### config.mk
export PLATFORM = sky130hd
export DESIGN_NAME = sixteen_bit_multiplier
export DESIGN_NICKNAME = d
export VERILOG_FILES = /design/src/rtl/sixteen_bit_multiplier.sv
export SDC_FILE = /design/constraint.sdc
export NUM_CORES = 1
export LEC_CHECK = 0
export BUFFER_PORTS_ARGS = -buffer_cell sky130_fd_sc_hd__buf_4
export CAP_MARGIN = 20
export CORE_UTILIZATION = 50
export CTS_BUF_LIST = sky130_fd_sc_hd__clkbuf_8
export DETAILED_ROUTE_END_ITERATION = 12
export PLACE_DENSITY_LB_ADDON = 0.05
export SLEW_MARGIN = 20
export SYNTH_ARGS = -nofsm -noshare
export SYNTH_HDL_FRONTEND = slang
export SYNTH_SLANG_ARGS = --single-unit
### constraint.sdc
create_clock -name clk -period 17.8 [get_ports clk]
set_input_delay 0.89 -clock clk [delete_from_list [all_inputs] [get_ports clk]]
set_output_delay 0.89 -clock clk [all_outputs]
set_load 0.02 [all_outputs]
### src/rtl/sixteen_bit_multiplier.sv
// Unsigned WIDTH x WIDTH array multiplier with a full 2*WIDTH-bit product.
// The operands are registered, and the partial-product array is reduced by
// ripple-carry adder rows. The sum is then registered. The result is a fixed
// 2-clock latency, and a new operand pair is accepted every cycle.
//
// Ports:
//   clk       - system clock, all state updates on the rising edge
//   rst_n     - synchronous active-low reset, has priority over in_valid
//   in_valid  - qualifies A and B this cycle
//   A, B      - unsigned operands
//   out_valid - P holds a valid product this cycle
//   P         - unsigned product A*B
module sixteen_bit_multiplier #(
    parameter int unsigned WIDTH = 8
) (
    input  logic               clk,
    input  logic               rst_n,
    input  logic               in_valid,
    input  logic [WIDTH-1:0]   A,
    input  logic [WIDTH-1:0]   B,
    output logic               out_valid,
    output logic [2*WIDTH-1:0] P
);

    // Stage 1: operand registers, captured unconditionally
    logic [WIDTH-1:0]   a_q;
    logic [WIDTH-1:0]   b_q;
    logic               v1_q;

    // Stage 2: product register
    logic [2*WIDTH-1:0] p_q;
    logic [2*WIDTH-1:0] p_d;
    logic               v2_q;

    // Temporaries for the adder array
    logic [2*WIDTH-1:0] pp;
    logic               carry;
    logic               s;

    always_ff @(posedge clk) begin
        if (!rst_n) begin
            a_q  <= '0;
            b_q  <= '0;
            v1_q <= 1'b0;
            p_q  <= '0;
            v2_q <= 1'b0;
        end else begin
            a_q  <= A;
            b_q  <= B;
            v1_q <= in_valid;
            p_q  <= p_d;
            v2_q <= v1_q;
        end
    end

    // Row 0 seeds the accumulator; each following row adds its shifted
    // partial product through a bit-serial ripple-carry chain. The carry out
    // of the top bit is always zero because the product fits in 2*WIDTH bits.
    always_comb begin
        pp    = '0;
        carry = 1'b0;
        s     = 1'b0;
        p_d   = {{WIDTH{1'b0}}, {WIDTH{b_q[0]}} & a_q};
        for (int r = 1; r < WIDTH; r++) begin
            pp    = {{WIDTH{1'b0}}, {WIDTH{b_q[r]}} & a_q} << r;
            carry = 1'b0;
            for (int k = 0; k < 2 * WIDTH; k++) begin
                s      = p_d[k] ^ pp[k] ^ carry;
                carry  = (p_d[k] & pp[k]) | (carry & (p_d[k] ^ pp[k]));
                p_d[k] = s;
            end
        end
    end

    assign P         = p_q;
    assign out_valid = v2_q;

endmodule

Yosys cells after proc, flatten, opt, wreduce, memory -nomap -nowiden --
Index checks and enable logic that the tools add are counted.
Storage, ports and cells: register bits 34, bits of input ports 19, logic and storage cells 269
Cells by class: bitwise gates (word level) 264
Operators with widths (number):
- 1-bit bitwise AND | 104
- 1-bit XOR | 104
- 8-bit bitwise AND | 8
- 1-bit bitwise OR | 48

Depth between registers and ports, before layout --
depth in word-level cells 40, mapped depth 27

Worst setup path after synthesis --
No wires, ideal clock.
path kind register -> register, start point reg b_q[1], end point reg p_q[14] (netlist: P[14]), setup slack 8.086 ns, required time 17.686 ns, arrival 9.600 ns, stages on the path, launching flop included 26, setup time 0.114 ns, path through dfxtp_1 -> and2_1 -> ha_1 -> inv_1 -> fa_1 -> fa_1 -> inv_1 -> fa_1 -> fa_1 -> fa_1 -> fa_1 -> fa_1 -> fa_1 -> fa_1 -> fa_1 -> fa_1 -> fa_1 -> fa_1 -> fa_1 -> fa_1 -> fa_1 -> fa_1 -> inv_1 -> fa_1 -> fa_1 -> and2b_1
On the way: word-level cells in the longest chain between the ends 39
RTL lines:
- from (decl) | line 27 | logic [WIDTH-1:0] b_q;
- from (signal assigned) | line 43 | b_q <= '0;
- from (signal assigned) | line 49 | b_q <= B;
- 8-bit bitwise AND (*) | line 65 | pp = {{WIDTH{1'b0}}, {WIDTH{b_q[r]}} & a_q} << r;
- 1-bit bitwise AND or 1-bit XOR (tied branches) | line 69, 68
- 1-bit bitwise AND | line 69 | carry = (p_d[k] & pp[k]) | (carry & (p_d[k] ^ pp[k]));
- 1-bit bitwise OR | line 69
- 1-bit bitwise AND or 1-bit XOR (tied branches) | line 69, 68
- 1-bit bitwise OR or 1-bit XOR (tied branches) | line 69, 68
- 1-bit bitwise AND or 1-bit XOR (tied branches) | line 69, 68
- 1-bit bitwise OR or 1-bit XOR (tied branches) | line 69, 68
- [... 23 more ...]
- 1-bit bitwise OR (tied with other cells) | line 69
- 1-bit bitwise AND or 1-bit XOR (tied branches) | line 69, 68
- 1-bit bitwise OR or 1-bit XOR (tied branches) | line 69
- 1-bit bitwise AND or 1-bit XOR (tied branches) | line 69, 68
- 1-bit bitwise OR or 1-bit XOR (tied branches) | line 69
- 1-bit bitwise AND | line 69
- 1-bit bitwise OR | line 69
- 1-bit XOR (*) | line 68 | s = p_d[k] ^ pp[k] ^ carry;
- to (signal assigned) | line 51 | p_q <= p_d;
- to (decl) | line 31 | logic [2*WIDTH-1:0] p_q;
Mark *: on every way between the ends. The rest lies on a longest branch, timed or not. A chain may end at the register's enable or synchronous reset.

Worst setup path after layout --
Same ends and word-level chain as after synthesis.

==> impl_results.md <==
- Delay-heaviest family, CP: adder cells
- Clk buf depth: 2
- Sequential area share after synthesis: 28.5%
- Hold Violations, Final: 0
- Fmax: 100 MHz
- Fin Setup TNS: 0 ps
- R2R cell count: 25
- Main synth FF type: dfxtp_1
- Overflow after GRT: 0
- Post CTS Setup Buffer Count: 0
- Synth area leaders: fa_1, dfxtp_1, and2_1, ha_1, inv_1
- Syn Nets: 282
- Setup violators final: 0
- FF-to-FF End: P[14]
- Flops & latches, synth: 34
- RSZ-0062 raised after global routing: no
- Minimum clock period: 9950 ps
- Pwr per Cell Area: 65.8 nW/um^2
- Starting density of the core: 53.4%
- Share of layout cells above drive strength 1: 17.4%
- Fin crit share: 55.9%
- Row cnt: 24
- WS Path Type: flip-flop to flip-flop
- Vias in the first global route: 1,570
- Routed via count: 1,391
- Slew headroom: 81.2%
- Detailed placement HPWL: 2550 microns
- Filler cell count: 363
- CP max stage delay: 540 ps
- WL final: 3130 microns
- Asr flop ratio synth: 0%
- Pin count of the biggest net entering global routing: 35
- CTS tree: built
- Max_cap viols: 0
- Crit-path most repeated cell: fa_1
- Hold_ws: 441 ps
- FF-to-FF Start: b_q[1]
- Setup crit end kind: flip-flop
- CTS resizes: 0
- Minimum setup slack among reg-to-reg paths: 7850 ps
- WL per Instance: 10.5 microns
- Sink Count: 34
- Synth top area share: 40.2%
- Clk Latency, worst-skew pair: 280 ps
- Initial antenna violation count: 0
- H-tree Lvls: 2
- Syn_area_per_cell: 11.6 sq um
- Total CTS buffers: 5
- Root Driver: clkbuf_8
- Gr usage total: 15.8%
- CP max-delay cell: fa_1
- Vias per cell: 4.65
- Mapped Area: 2390 sq um
- CP Data Required Time: 17,980 ps
- Post-CTS Hold Buffers: 0
- Die H: 71.2 microns
- Least-Margin Pin Slew: 282 ps
- Status: completed
- Worst-path clk slew: 70 ps
- Antenna Cells: 0
- Synthesized instance count: 207
- Synth cell types: 10
- Max VDD drop: 33.6 uV
- Slew Limit Fails: 0
- Top cells by count, synth: and2_1, fa_1, dfxtp_1, inv_1, nand2_1
- Setup Skew: 2.40 ps
- Post-synth EDFFs: 0
- Nets: 321
- Worst min-delay path class: flip-flop to flip-flop
- Ys Warns: 0
- Core area: 4470 sq um
- Worst Hold Endpoint: out_valid
- Antenna Nets Post-Route: 0
- Arr. time, crit path: 10,130 ps
- First-pass GRT wire length: 6240 microns
- Crit start category: flip-flop
- P_leak: 1.37 nW
- DRC viols: 0
- Worst hold stages: 1
- Drt first pass iters: 6
- Die Area: 5060 sq um
- Synth area leader: fa_1
- GPL Wtd Cong: 0.719
- Die X-Extent: 71.2 microns
- Area delta synth->final: 17.7%
- Dominant cell by count in the synthesized netlist: and2_1
- Worst-path fanout max: 8
- I/O Buffers: 35
- Iter 0 DRT Violations: 40
- WP buf/inv: 3
- Hold_sp: v1_q
- # IOs: 36
==> worst max-delay path by stage <==
| stage | startpoint | end | slack (ps) | depth (start not counted) |
|---|---|---|---|---|
| after floorplan | b_q[1] | P[14] | 8090 | 25 |
| after global placement | b_q[1] | P[14] | 7870 | 25 |
| after detailed placement | b_q[0] | P[14] | 7770 | 25 |
| after CTS | b_q[0] | P[14] | 7760 | 25 |
| after global routing | b_q[0] | P[14] | 7400 | 25 |
| final | b_q[1] | P[14] | 7850 | 25 |
==> worst reg2reg max path, cell delays in order, from the launching register on <==
cell and delay, ps:
dfxtp_1 480, and2_1 180, ha_1 140, inv_1 50, fa_1 440, fa_1 540
inv_1 50, fa_1 380, fa_1 460, fa_1 510, fa_1 410, fa_1 460
fa_1 460, fa_1 460, fa_1 460, fa_1 510, fa_1 440, fa_1 470
fa_1 440, fa_1 470, fa_1 440, fa_1 490, inv_1 50, fa_1 420
fa_1 480, and2b_1 160
==> flip-flops by register name, summed over array words and instances, names as in the netlist <==
name       cells
a_q            8
v1_q           1
out_valid      1
P             16
b_q            8
==> metal layers <==
layer | track usage [%] | vias up | share of wire [%] | wire length [microns]
li1 | - | 687 | - | -
met1 | 17.6 | 673 | 45 | 1400
met2 | 28.7 | 26 | 51 | 1580
met3 | 3.85 | 5 | 3.4 | 106
met4 | 6.67 | 0 | 1.3 | 40
met5 | 0 | - | 0 | 0
==> layout make-up <==
| type | instances | area, sq um | area share [%] |
|---|---|---|---|
| multi-input combinational | 153 | 1630 | 58.0 |
| clock buffer | 8 | 110 | 3.91 |
| timing repair buffer | 35 | 263 | 9.34 |
| inverter | 17 | 63.8 | 2.27 |
| tap | 52 | 65.1 | 2.31 |
| sequential | 34 | 681 | 24.2 |
==> power by group <==
part / internal, mW / total [mW] / switching, mW
sequential: 0.0815 / 0.0856 / 0.00416
clock: 0.0390 / 0.0656 / 0.0265
combinational: 0.0176 / 0.0340 / 0.0165
==> placed cells by master, fill, tap and decap left out <==
| master | instances |
|---|---|
| and2_1 | 71 |
| fa_1 | 48 |
| buf_4 | 35 |
| dfxtp_1 | 34 |
| nand2_1 | 17 |
| inv_1 | 17 |
| ha_1 | 8 |
| clkbuf_8 | 8 |
| and2b_1 | 5 |
| nor2b_1 | 3 |
| and3_1 | 1 |
==> logic make-up after synthesis <==
group         synth area share [%]
fa+ha+maj                     44.4
buf+inv                       3.30
flops                         28.5
simple gates                  23.9
==> metrics by stage <==
stage / util [%] / total power, mW / area, sq um / cells / setup WS (ps)
after floorplan: - / 0.109 / 2390 / 207 / 8090
after global placement: 60.4 / 0.121 / 2700 / 291 / 7870
after detailed placement: 60.4 / 0.122 / 2700 / 291 / 7770
after CTS: 62.9 / 0.189 / 2810 / 299 / 7760
after global routing: 62.9 / 0.197 / 2810 / 299 / 7400
final: 62.9 / 0.185 / 2810 / 299 / 7850
Note: power is estimated with default switching activity, not from simulation.
